$ cat src/rtl/fpu_mul_seq.sv
// Multi-cycle IEEE-754 multiplier: shift-add significand product, STEP_BITS per cycle,
// one-cycle round/normalise, valid/ready handshakes on both sides.
module fpu_mul_seq #(
  parameter int BIT_WIDTH = 32,
  parameter int STEP_BITS = 4
) (
  input  logic                 i_clk,
  input  logic                 i_rst_n,
  input  logic                 i_valid,
  output logic                 o_ready,
  input  logic [2:0]           i_mode,
  input  logic [BIT_WIDTH-1:0] i_inputA,
  input  logic [BIT_WIDTH-1:0] i_inputB,
  output logic                 o_valid,
  input  logic                 i_ready,
  output logic [BIT_WIDTH-1:0] o_output,
  output logic                 o_inexact,
  output logic                 o_overflow,
  output logic                 o_underflow,
  output logic                 o_invalid
);
  localparam int EXP_WIDTH = (BIT_WIDTH == 128) ? 15 : (BIT_WIDTH == 64) ? 11 : 8;
  localparam int SGN_WIDTH = BIT_WIDTH - EXP_WIDTH;
  localparam int MAN_W     = SGN_WIDTH - 1;
  localparam int BIAS      = (1 << (EXP_WIDTH - 1)) - 1;
  localparam int CYC       = (SGN_WIDTH + STEP_BITS - 1) / STEP_BITS;
  localparam int LO_W      = CYC * STEP_BITS;
  localparam int PW        = SGN_WIDTH + LO_W;
  localparam int EW2       = EXP_WIDTH + 2;
  localparam int CNT_W     = $clog2(CYC + 1);

  typedef enum logic [1:0] {S_IDLE, S_MUL, S_ROUND, S_DONE} state_t;

  state_t                 state_q;
  logic [SGN_WIDTH-1:0]   mcand_q, hi_q;
  logic [LO_W-1:0]        mplier_q, lo_q;
  logic signed [EW2-1:0]  exp_q;
  logic                   sign_q;
  logic [2:0]             mode_q;
  logic [CNT_W-1:0]       cnt_q;
  logic                   ready_q, valid_q;
  logic [BIT_WIDTH-1:0]   out_q;
  logic                   inexact_q, overflow_q, underflow_q, invalid_q;

  assign o_ready     = ready_q;
  assign o_valid     = valid_q;
  assign o_output    = out_q;
  assign o_inexact   = inexact_q;
  assign o_overflow  = overflow_q;
  assign o_underflow = underflow_q;
  assign o_invalid   = invalid_q;

  // Operand classification, evaluated combinationally on the live inputs for the accept edge.
  logic [EXP_WIDTH-1:0] exp_a, exp_b;
  logic [MAN_W-1:0]     man_a, man_b;
  logic a_zero, b_zero, a_inf, b_inf, a_nan, b_nan, a_snan, b_snan, sign_d;
  logic signed [EW2-1:0] exp_sum_d;

  assign exp_a  = i_inputA[BIT_WIDTH-2 -: EXP_WIDTH];
  assign exp_b  = i_inputB[BIT_WIDTH-2 -: EXP_WIDTH];
  assign man_a  = i_inputA[MAN_W-1:0];
  assign man_b  = i_inputB[MAN_W-1:0];
  assign a_zero = (exp_a == '0);
  assign b_zero = (exp_b == '0);
  assign a_inf  = (&exp_a) && (man_a == '0);
  assign b_inf  = (&exp_b) && (man_b == '0);
  assign a_nan  = (&exp_a) && (man_a != '0);
  assign b_nan  = (&exp_b) && (man_b != '0);
  assign a_snan = a_nan && !man_a[MAN_W-1];
  assign b_snan = b_nan && !man_b[MAN_W-1];
  assign sign_d = i_inputA[BIT_WIDTH-1] ^ i_inputB[BIT_WIDTH-1];
  assign exp_sum_d = $signed({2'b00, exp_a}) + $signed({2'b00, exp_b}) - $signed(EW2'(BIAS));

  logic [BIT_WIDTH-1:0] qnan_c;
  assign qnan_c = {1'b0, {EXP_WIDTH{1'b1}}, 1'b1, {(MAN_W-1){1'b0}}};

  // One shift-add step: hi + multiplicand * digit; the low STEP_BITS retire into lo.
  logic [STEP_BITS-1:0]           digit;
  logic [SGN_WIDTH+STEP_BITS-1:0] step_sum;
  assign digit    = mplier_q[STEP_BITS-1:0];
  assign step_sum = {{STEP_BITS{1'b0}}, hi_q}
                  + ({{STEP_BITS{1'b0}}, mcand_q} * {{SGN_WIDTH{1'b0}}, digit});

  // Normalise and round the completed product.
  logic [PW-1:0]          prod;
  logic [2*SGN_WIDTH-1:0] p2, norm;
  logic [SGN_WIDTH-1:0]   mant;
  logic                   guard, sticky, inc, carry, ovf, unf;
  logic [SGN_WIDTH:0]     rnd;
  logic [MAN_W-1:0]       frac_r;
  logic signed [EW2-1:0]  exp_n, exp_r;
  logic [2:0]             rm;
  logic [BIT_WIDTH-1:0]   round_res_d;

  assign prod = {hi_q, lo_q};
  assign p2   = prod[2*SGN_WIDTH-1:0];

  always_comb begin
    norm   = p2[2*SGN_WIDTH-1] ? p2 : (p2 << 1);
    exp_n  = exp_q + $signed({{(EW2-1){1'b0}}, p2[2*SGN_WIDTH-1]});
    mant   = norm[2*SGN_WIDTH-1:SGN_WIDTH];
    guard  = norm[SGN_WIDTH-1];
    sticky = |norm[SGN_WIDTH-2:0];
    rm     = (mode_q > 3'd4) ? 3'd0 : mode_q;
    case (rm)
      3'd0:    inc = guard & (sticky | mant[0]);
      3'd1:    inc = guard;
      3'd2:    inc = (guard | sticky) & ~sign_q;
      3'd3:    inc = (guard | sticky) & sign_q;
      default: inc = 1'b0;
    endcase
    rnd    = {1'b0, mant} + {{SGN_WIDTH{1'b0}}, inc};
    carry  = rnd[SGN_WIDTH];
    frac_r = carry ? rnd[SGN_WIDTH-1:1] : rnd[MAN_W-1:0];
    exp_r  = exp_n + $signed({{(EW2-1){1'b0}}, carry});
    ovf    = (exp_r >= $signed(EW2'((1 << EXP_WIDTH) - 1)));
    unf    = (exp_r <= $signed(EW2'(0)));
    if (ovf) begin
      if (rm == 3'd4 || (rm == 3'd2 && sign_q) || (rm == 3'd3 && !sign_q))
        round_res_d = {sign_q, {(EXP_WIDTH-1){1'b1}}, 1'b0, {MAN_W{1'b1}}};
      else
        round_res_d = {sign_q, {EXP_WIDTH{1'b1}}, {MAN_W{1'b0}}};
    end else if (unf) begin
      round_res_d = {sign_q, {(BIT_WIDTH-1){1'b0}}};
    end else begin
      round_res_d = {sign_q, exp_r[EXP_WIDTH-1:0], frac_r};
    end
  end

  always_ff @(posedge i_clk or negedge i_rst_n) begin
    if (!i_rst_n) begin
      state_q     <= S_IDLE;
      mcand_q     <= '0;
      mplier_q    <= '0;
      hi_q        <= '0;
      lo_q        <= '0;
      exp_q       <= '0;
      sign_q      <= 1'b0;
      mode_q      <= 3'd0;
      cnt_q       <= '0;
      ready_q     <= 1'b1;
      valid_q     <= 1'b0;
      out_q       <= '0;
      inexact_q   <= 1'b0;
      overflow_q  <= 1'b0;
      underflow_q <= 1'b0;
      invalid_q   <= 1'b0;
    end else begin
      case (state_q)
        S_IDLE: if (i_valid) begin
          mode_q   <= i_mode;
          sign_q   <= sign_d;
          exp_q    <= exp_sum_d;
          mcand_q  <= {1'b1, man_a};
          mplier_q <= LO_W'({1'b1, man_b});
          hi_q     <= '0;
          lo_q     <= '0;
          cnt_q    <= '0;
          ready_q  <= 1'b0;
          if (a_nan || b_nan || a_inf || b_inf || a_zero || b_zero) begin
            state_q     <= S_DONE;
            valid_q     <= 1'b1;
            inexact_q   <= 1'b0;
            overflow_q  <= 1'b0;
            underflow_q <= 1'b0;
            if (a_nan || b_nan) begin
              out_q     <= qnan_c;
              invalid_q <= a_snan | b_snan;
            end else if ((a_zero && b_inf) || (a_inf && b_zero)) begin
              out_q     <= qnan_c;
              invalid_q <= 1'b1;
            end else if (a_inf || b_inf) begin
              out_q     <= {sign_d, {EXP_WIDTH{1'b1}}, {MAN_W{1'b0}}};
              invalid_q <= 1'b0;
            end else begin
              out_q     <= {sign_d, {(BIT_WIDTH-1){1'b0}}};
              invalid_q <= 1'b0;
            end
          end else begin
            state_q <= S_MUL;
          end
        end
        S_MUL: begin
          hi_q     <= step_sum[SGN_WIDTH+STEP_BITS-1:STEP_BITS];
          lo_q     <= {step_sum[STEP_BITS-1:0], lo_q[LO_W-1:STEP_BITS]};
          mplier_q <= mplier_q >> STEP_BITS;
          cnt_q    <= cnt_q + 1'b1;
          if (cnt_q == CNT_W'(CYC - 1)) state_q <= S_ROUND;
        end
        S_ROUND: begin
          out_q       <= round_res_d;
          inexact_q   <= guard | sticky | ovf | unf;
          overflow_q  <= ovf;
          underflow_q <= unf & ~ovf;
          invalid_q   <= 1'b0;
          valid_q     <= 1'b1;
          state_q     <= S_DONE;
        end
        S_DONE: if (i_ready) begin
          valid_q <= 1'b0;
          ready_q <= 1'b1;
          state_q <= S_IDLE;
        end
        default: state_q <= S_IDLE;
      endcase
    end
  end
endmodule

$ cat config.mk
export PLATFORM = sky130hd
export DESIGN_NAME = fpu_mul_seq
export DESIGN_NICKNAME = d
export VERILOG_FILES = /design/src/rtl/fpu_mul_seq.sv
export SDC_FILE = /design/constraint.sdc
export NUM_CORES = 1
export LEC_CHECK = 0
export BUFFER_PORTS_ARGS = -buffer_cell sky130_fd_sc_hd__clkbuf_2
export CAP_MARGIN = 40
export CORE_ASPECT_RATIO = 0.8
export CORE_UTILIZATION = 46
export DETAILED_ROUTE_END_ITERATION = 16
export PLACE_DENSITY = 0.67
export SKIP_CTS_REPAIR_TIMING = 1
export SYNTH_ARGS = -nofsm -noshare
export SYNTH_HDL_FRONTEND = slang
export SYNTH_SLANG_ARGS = --single-unit
$ cat constraint.sdc
create_clock -name i_clk -period 6.4 [get_ports i_clk]
set_input_delay 0.64 -clock i_clk [delete_from_list [all_inputs] [get_ports i_clk]]
set_output_delay 0.64 -clock i_clk [all_outputs]
set_load 0.01 [all_outputs]
* After elaboration in Yosys (flattened, before gate mapping)
Index checks and enable logic that the tools add are counted.
** Word-level totals
- Register bits after elaboration :: 153
- Latch bits :: 0
- RAM bits :: 0
- Memory bits (read-only) :: 0
- Input port bits :: 71
- Output and inout bits :: 38
- Memories :: 0
** Operators by class
- Add/sub/neg operators :: 7
- Multiply operators :: 1
- Div/mod/pow operators :: 0
- $lt $le $gt $ge :: 3
- Eq/ne operators :: 12
- Shift operators :: 0
- Muxes and demuxes :: 42
- Bitwise operators :: 12
- Reduce and logical (&&, ||, !) cells :: 43
** Operator list (number)
- $pmux 24 s2 :: 3
- $mux 32 :: 4
- $mux 31 :: 3
- $mux 24 :: 3
- $pmux 32 s2 :: 1
- $mux 48 :: 1
- $logic_not 23->1 :: 2
- $reduce_bool 23->1 :: 2
- $add 24x28->28 :: 1
- $mul 24x4->28 :: 1
- $add 24x1->25 :: 1
- $mux 23 :: 1
- $reduce_or 23->1 :: 1
- $add 10x2->10 :: 2
- $logic_not 8->1 :: 2
- $reduce_and 8->1 :: 2
- $mux 1 :: 11
- $ge 10x9->1 const B :: 1
- $le 10x1->1 const B :: 1
- $logic_and 1x1->1 :: 10
- $pmux 1 s2 :: 5
- $sub 9x7->10 const B :: 1
- $add 8x8->9 :: 1
- $logic_or 1x1->1 :: 9
- other kinds (26) :: 51

* Longest topological paths before layout
Gate-level depths: netlist (run 1).
- Word-level depth :: 11
- Depth in mapped cells :: 30
- Mapped depth without buffers :: 26

* Least setup slack after synthesis (run 1)
Ideal clock, no wire load.
- Path type :: register -> register
- Start point :: reg hi_q[23]
- End point :: reg out_q[12] (netlist: o_output[12])
- Arrival time :: 6.029 ns
- Data required time :: 6.248 ns
- Path slack :: 0.219 ns
- Stages on the path, launching flop included :: 28
- Clock period less this slack :: 6.181 ns
- Path through :: dfrtp_1 buf_4 clkbuf_1 clkbuf_1 clkbuf_1 o22ai_1 a21oi_1 o21ai_0 nor2_1 ha_1 ha_1 o2111ai_4 nor4_4 and4_1 o2111a_2 inv_1 fa_1 inv_1 ha_1 clkbuf_1 and4_1 nand4_1 xor2_1 a41oi_1 nor2_1 nor2_2 a41oi_2 o311ai_2
** On the way
- Cells in the longest elaborated chain, start to end :: 11
- Elaborated cells on any way between the ends :: 17
- Those cells by class :: 3 x add/sub; 2 x order compare; 6 x mux; 5 x bitwise; 1 x reduce/logical
** RTL lines
- start, declared :: RTL line 35 : logic [SGN_WIDTH-1:0] mcand_q, hi_q;
- start signal, assigned :: RTL line 184 : hi_q <= step_sum[SGN_WIDTH+STEP_BITS-1:STEP_BITS];
- $mux 48 :: RTL line 99 : norm = p2[2*SGN_WIDTH-1] ? p2 : (p2 << 1);
- $reduce_or 23->1 :: RTL line 103 : sticky = |norm[SGN_WIDTH-2:0];
- $or 1x1->1, on equally long branches :: RTL line 108, 109, 106
- $and 1x1->1, on equally long branches :: RTL line 109, 106, 108
- $pmux 1 s4 :: RTL line 105 : case (rm)
- $add 24x1->25 :: RTL line 112 : rnd = {1'b0, mant} + {{SGN_WIDTH{1'b0}}, inc};
- $add 10x2->10 :: RTL line 115 : exp_r = exp_n + $signed({{(EW2-1){1'b0}}, carry});
- $le 10x1->1 :: RTL line 117 : unf = (exp_r <= $signed(EW2'(0)));
- $mux 31 :: RTL line 123 : end else if (unf) begin
- $mux 31 * :: RTL line 118 : if (ovf) begin
- $pmux 32 s2 * :: RTL line 149 : case (state_q)
- end signal, assigned :: RTL line 167 : out_q <= qnan_c;
- end signal, assigned :: RTL line 170 : out_q <= qnan_c;
- end signal, assigned :: RTL line 173 : out_q <= {sign_d, {EXP_WIDTH{1'b1}}, {MAN_W{1'b0}}};
- end, declared :: RTL line 42 : logic [BIT_WIDTH-1:0] out_q;
Mark *: on every way between the ends. The rest lies on a longest branch, timed or not.
A chain may end at the register's enable or synchronous reset.

* Worst setup path after layout (run 1)
- Start point :: reg mode_q[2]
- End point :: reg out_q[17] (netlist: o_output[17])
** On the way
- Cells in the longest elaborated chain, start to end :: 10
- Elaborated cells on any way between the ends :: 21
- Those cells by class :: 2 x add/sub; 3 x order compare; 4 x eq/ne; 7 x mux; 5 x reduce/logical
** RTL lines
- start, declared :: RTL line 39 : logic [2:0] mode_q;
- start signal, assigned :: RTL line 151 : mode_q <= i_mode;
- $gt 3x3->1 :: RTL line 104 : rm = (mode_q > 3'd4) ? 3'd0 : mode_q;
- $mux 3 * :: RTL line 104
- $eq 3x2->1, or another cell as far along :: RTL line 105, 119
- $pmux 1 s4 :: RTL line 105
- $add 24x1->25 :: RTL line 112
- $add 10x2->10 :: RTL line 115
- $le 10x1->1 :: RTL line 117
- $mux 31 :: RTL line 123
- $mux 31 * :: RTL line 118
- $pmux 32 s2 * :: RTL line 149
Marks and branches as above.

==> qor.txt, run 1 <==
grt total ovfl: 0
Gate Count Post-Synth: 1244
number of global-route vias before repair: 8786
H-tree Lvls: 4
violated checks: DRC
first-pass GRT wire length: 46250 um
via count: 9338
status: complete, but fails checks
Tmin final: 5.894 ns
worst hold path type: primary input to async pin
max-cap violations: 0
clock-pin slew on the worst setup and hold paths: 0.06 ns
critical path class: register to register
Placer Congestion: 0.8807
CTS Buf Count: 17
Synth cell types: 77
Crit Reg-Reg Endpoint: o_output[17]$_DFFE_PN0P_
Initial Utilization: 47.38%
antenna-violating nets left: 0
I/O pin total: 109
Req. time, crit path: 6.72 ns
post-route setup TNS: 0 ns
clock buffer depth: 2
Final Hold Viols: 0
skew final: 0.01527 ns
part of the Yosys area used for sequential elements: 32.90%
worst reg-to-reg setup slack: 0.51 ns
fraction of layout cells with a size suffix above 1: 16.34%
DRC: 7
Clock Latency Late Sink: 0.44 ns
CTS sink count: 153
Post-synth EDFFs: 0
fin. max-slew vios: 0
CTS tree: done
port buffer count: 108
CTS root buf: clkbuf_16
Rel. slew slack: 41.72%
fin util: 53.55%
syn nets: 1445
largest net degree at the start of global routing: 92
Post-synth top flop: dfrtp_1
Yosys reg bits: 153
crit path to: o_output[17]$_DFFE_PN0P_
R2R depth: 26
Synth-to-Final Area Change: 13.03%
Pre-antenna DRT Iters: 13
Startpoint Class: register
Routed WL: 27930 um
Worst-Margin Slew: 0.8521 ns
Die Wd: 179.9 um
RSZ-0062 raised after global routing: false
overall die area: 25950 um^2
CP Capture Type: register
number of antenna violations at the first check in global routing: 0
HPWL after DPL: 21440 um
Critical R2R Launch: mode_q[2]$_DFFE_PN0P_
gr usage total: 22.68%
async set-reset flop share out of synthesis: 100.0%
Core Footprint: 24570 um^2
DR WL/cell: 16.78 um
Final #Nets: 1535
Worst EP arrival: 6.21 ns
DR vias/cell: 5.612
Max Fclk: 0.1697 GHz
Non-Filler Instances: 1664
Die Y: 144.3 um
n_diodes: 0
initial drt markers: 676
crit-path max FO: 9
Synth Area per Inst: 9.357 um^2
synthesized area: 11640 um^2
# setup viols final: 0
Syn. warnings: 0
worst setup path start: mode_q[2]$_DFFE_PN0P_
Final Cycle Share: 92.10%
Rows: 51
placed cell count: 1626
==> cell usage after synthesis, types with 4 or more instances <==
master | n | area [um^2]
nand2_1 | 185 | 694.4
dfrtp_1 | 152 | 3804
inv_1 | 94 | 352.8
o21ai_0 | 83 | 415.4
a21oi_1 | 70 | 350.3
fa_1 | 69 | 1381
ha_1 | 61 | 763.2
clkbuf_1 | 48 | 180.2
nor2_1 | 46 | 172.7
and2_1 | 36 | 225.2
mux2i_1 | 32 | 320.3
mux2_2 | 31 | 349.1
xnor2_1 | 29 | 254.0
xor2_1 | 28 | 245.2
a22o_1 | 24 | 210.2
nand3_1 | 20 | 100.1
nor4_1 | 19 | 118.9
nand4_1 | 17 | 106.4
nor2b_1 | 15 | 93.84
nand2b_1 | 14 | 87.58
a211oi_1 | 12 | 90.09
a21o_1 | 12 | 90.09
a221o_1 | 12 | 120.1
nor3_1 | 11 | 55.05
a31oi_1 | 10 | 62.56
o211ai_1 | 8 | 60.06
and3_1 | 6 | 37.54
o21bai_1 | 6 | 45.04
a22oi_1 | 5 | 37.54
a32o_1 | 5 | 50.05
and4_1 | 5 | 43.79
buf_2 | 5 | 25.02
o22ai_1 | 5 | 31.28
o31ai_1 | 5 | 37.54
or4_1 | 5 | 37.54
or2_2 | 4 | 25.02
==> critical path, cell delays in order, from the launching register on <==
cell       delay (ns)
dfrtp_1          0.38
inv_1            0.10
and3_1           0.19
ha_1             0.27
inv_1            0.04
a31oi_1          0.12
o21ai_0          0.10
nor2_1           0.11
ha_1             0.22
ha_1             0.27
o2111ai_4        0.21
nor4_4           0.37
and4_1           0.31
o2111a_2         0.34
inv_1            0.10
fa_1             0.41
inv_1            0.08
ha_1             0.31
nor2b_1          0.16
and4_1           0.19
a31oi_1          0.05
a2111o_1         0.44
a21oi_4          0.26
a2111oi_4        0.10
buf_4            0.21
buf_4            0.15
a221o_1          0.30
==> state kept, by name, summed over array words and instances (netlist names), 2 cells and up <==
| signal | flops |
|---|---|
| lo_q | 24 |
| o_output | 32 |
| mcand_q | 24 |
| hi_q | 24 |
| cnt_q | 3 |
| mode_q | 3 |
| mplier_q | 24 |
| state_q | 2 |
| exp_q | 10 |
==> per-layer routing <==
metal | wire length [um] | vias up | track usage [%]
met3 | 1303 | 9 | 3.702
met1 | 14550 | 4576 | 34.42
li1 | - | 4523 | -
met5 | 0 | - | 0
met4 | 178 | 0 | 4.673
met2 | 11890 | 230 | 33.85
==> per-stage QoR <==
| stage | cell area (um^2) | setup WS [ns] | hold WS, ns |
|---|---|---|---|
| 5_1_grt | 13160 | 0.06630 | 0.3189 |
| 2_1_floorplan | 11640 | 0.2188 | 0.3444 |
| 6_report | 13160 | 0.5056 | 0.2441 |
| 3_5_place_dp | 12490 | 0.2331 | 0.4721 |
| 4_1_cts | 13070 | 0.1817 | 0.3087 |
| 3_3_place_gp | 12450 | 0.4159 | 0.4634 |
==> kinds of logic after synthesis <==
logic type,share of synthesized area (%)
AND/OR/NAND/NOR,16.66
buffers and inverters,5.192
AO/OA/AOI/OAI,16.78
multiplexers,5.751
XOR/XNOR,4.289
flip-flops,32.90
adder cells (fa/ha/maj),18.42
==> final cells by class <==
type,instances,area [um^2]
Multi-Input combinational cell,936,7243
Inverter,96,360.3
Clock buffer,21,480.5
Clock inverter,10,93.84
Fill cell,2247,11410
Sequential cell,153,3831
Timing Repair Buffer,130,749.5
Tap cell,318,397.9
==> how the worst min path moves through the flow <==
stage	from	end	slack (ns)	depth (start not counted)
3_3_place_gp	mplier_q[4]$_DFFE_PN0P_	mplier_q[4]$_DFFE_PN0P_	0.46	2
3_5_place_dp	mplier_q[5]$_DFFE_PN0P_	mplier_q[5]$_DFFE_PN0P_	0.47	2
2_1_floorplan	i_rst_n	cnt_q[0]$_DFFE_PN0P_	0.34	0
4_1_cts	i_rst_n	o_output[5]$_DFFE_PN0P_	0.31	1
6_report	i_rst_n	o_output[7]$_DFFE_PN0P_	0.24	1
5_1_grt	i_rst_n	o_output[20]$_DFFE_PN0P_	0.32	1
==> placed cells by master, fill, tap and decap left out, types with 32 or more instances in the layout <==
cell	netlist	final
nand2_1	185	184
dfrtp_1	152	151
clkbuf_2	1	107
inv_1	94	94
o21ai_0	83	83
a21oi_1	70	70
fa_1	69	69
ha_1	61	61
nor2_1	46	45
and2_1	36	36
mux2i_1	32	32
Power of run 1 is left out: the tool's default activity adds up to more than one toggle a clock period on the data nets, which glitch-free logic cannot reach.
==> run 2, diff against run 1 <==
==> constraint.sdc (replaced) <==
create_clock -name i_clk -period 6.4 [get_ports i_clk]
set_input_delay 0.32 -clock i_clk [delete_from_list [all_inputs] [get_ports i_clk]]
set_output_delay 0.32 -clock i_clk [all_outputs]
set_load 0.01 [all_outputs]
==> run 2 against run 1 <==
The flow finishes with violations (DRC, hold timing). Sequential share of layout area fell by 0.12 points. Clock skew shrank 0.0076 ns. Wire length up 1.8%. Worst hold slack lost 0.35 ns. Critical endpoint unchanged. First-iteration DRC count up 5.6%. Clock-buffer cell count is 4 lower. Non-clock buffer count shrank 1. Maximum frequency is 1.2% lower. Cell count is essentially flat. Register-to-register slack worse by 0.07 ns. Global-route usage grew 0.11 points.
==> qor.txt, run 2 (synthesis results as in run 1) <==
status: complete, but fails checks
violated checks: DRC, hold timing
worst hold path type: primary input to async pin
Req. time, crit path: 6.72 ns (about the same)
R2R depth: 26 (unchanged)
Fin Hold WS: -0.1014 ns (-0.3455 ns)
CP Capture Type: register
overall die area: 25950 um^2 (unchanged)
critical path class: register to register
Placer Congestion: 0.8838 (+0.35%)
Rows: 51 (unchanged)
clock buffer depth: 2 (unchanged)
Final #Nets: 1535 (unchanged)
antenna-violating nets left: 0 (unchanged)
worst reg-to-reg setup slack: 0.43 ns (-0.07 ns)
DR WL/cell: 17.08 um (+1.8%)
Startpoint Class: register
via count: 9394 (+0.60%)
DRC: 8 (+1)
Tmin final: 5.968 ns (+0.07397 ns)
gr usage total: 22.79% (+0.11 points)
skew final: 0.007677 ns (-0.007589 ns)
crit-path max FO: 9 (unchanged)
fin. max-slew vios: 0 (unchanged)
Synth-to-Final Area Change: 13.51%
most frequent cells in the layout: nand2_1 (184), dfrtp_1 (151), clkbuf_2 (107)
Worst-Margin Slew: 0.8545 ns (+0.002387 ns)
CTS tree: done
H-tree Lvls: 4 (unchanged)
crit path to: o_output[17]$_DFFE_PN0P_
Die Wd: 179.9 um (unchanged)
delay-heaviest family, CP: simple AND/OR/NAND/NOR gates
worst setup path start: mode_q[2]$_DFFE_PN0P_
CTS Buf Count: 17 (unchanged)
Pre-antenna DRT Iters: 13 (unchanged)
# setup viols final: 0 (unchanged)
critical path depth: 26 (unchanged)
clock-pin slew on the worst setup and hold paths: 0.06 ns (about the same)
Clock Latency Late Sink: 0.44 ns (about the same)
I/O pin total: 109 (unchanged)
CTS sink count: 153 (unchanged)
first-pass GRT wire length: 46620 um (+0.81%)
slowest stage delay, CP: 0.40 ns (-0.04 ns)
max-cap violations: 0 (unchanged)
largest net degree at the start of global routing: 92 (unchanged)
Core Footprint: 24570 um^2 (unchanged)
n_diodes: 0 (unchanged)
CP bufs+invs: 6 (unchanged)
most frequent CP cell: inv_1
DR vias/cell: 5.642 (+0.54%)
Die Y: 144.3 um (unchanged)
Critical R2R Launch: mode_q[2]$_DFFE_PN0P_
Initial Utilization: 47.38% (unchanged)
Rel. slew slack: 41.56% (-0.16 points)
commonest non-fill, non-tap cell in the layout: nand2_1
Crit Reg-Reg Endpoint: o_output[17]$_DFFE_PN0P_
fraction of layout cells with a size suffix above 1: 16.48% (+0.14 points)
Routed WL: 28440 um (+1.8%)
number of global-route vias before repair: 8868 (+0.93%)
HPWL after DPL: 21690 um (+1.1%)
Final Hold Viols: 83 (+83)
grt total ovfl: 0 (unchanged)
initial drt markers: 714 (+5.6%)
Crit-path slowest cell: fa_1
Max Fclk: 0.1675 GHz (-1.2%)
port buffer count: 108 (unchanged)
number of antenna violations at the first check in global routing: 0 (unchanged)
Worst EP arrival: 6.28 ns (+0.07 ns)
Final Cycle Share: 93.26% (+1.2 points)
CTS root buf: clkbuf_16
max reg flops: 32 (unchanged)
run 2: through the flow:
stage / util [%] / worst slack, ns / setup TNS [ns] / cells / cell area [um^2]
CTS: 53.31 / 0.1737 / 0 / 1658 / 13100
global route: 53.78 / -0.01206 / -0.01981 / 1665 / 13210
finish: 53.78 / 0.4316 / 0 / 1665 / 13210
global placement: 50.70 / 0.4108 / 0 / 1624 / 12450
floorplan: - / 0.2188 / 0 / 1244 / 11640
detailed placement: 50.89 / 0.2098 / 0 / 1626 / 12500
run 2: worst min path at each step:
stage | depth (start not counted) | slack [ns] | startpoint | to
finish | 1 | -0.10 | i_rst_n | o_output[7]$_DFFE_PN0P_
global route | 1 | 0.005 | i_rst_n | o_output[7]$_DFFE_PN0P_
CTS | 1 | -0.04 | i_rst_n | o_output[4]$_DFFE_PN0P_
detailed placement | 1 | 0.43 | i_rst_n | o_output[7]$_DFFE_PN0P_
global placement | 1 | 0.43 | i_rst_n | o_output[14]$_DFFE_PN0P_
floorplan | 0 | 0.02 | i_rst_n | cnt_q[0]$_DFFE_PN0P_
run 2: cell type report:
class                   count  area [um^2]
clock buffers              17        425.4
repair buffers            129        762.0
flip-flops and latches    153         3831
fillers                  2206        11350
well taps                 318        397.9
clock inverters            15        168.9
multi-input cells         937         7267
inverters                  96        360.3
run 2: per-layer routing:
metal | vias up | share of wire (%) | GRT usage, %
li1 | 4534 | - | -
met1 | 4608 | 51 | 34.00
met2 | 229 | 43 | 33.91
met3 | 23 | 4.8 | 3.727
met4 | 0 | 1.3 | 6.579
met5 | - | 0 | 0
Power of run 2 is left out for the same reason.
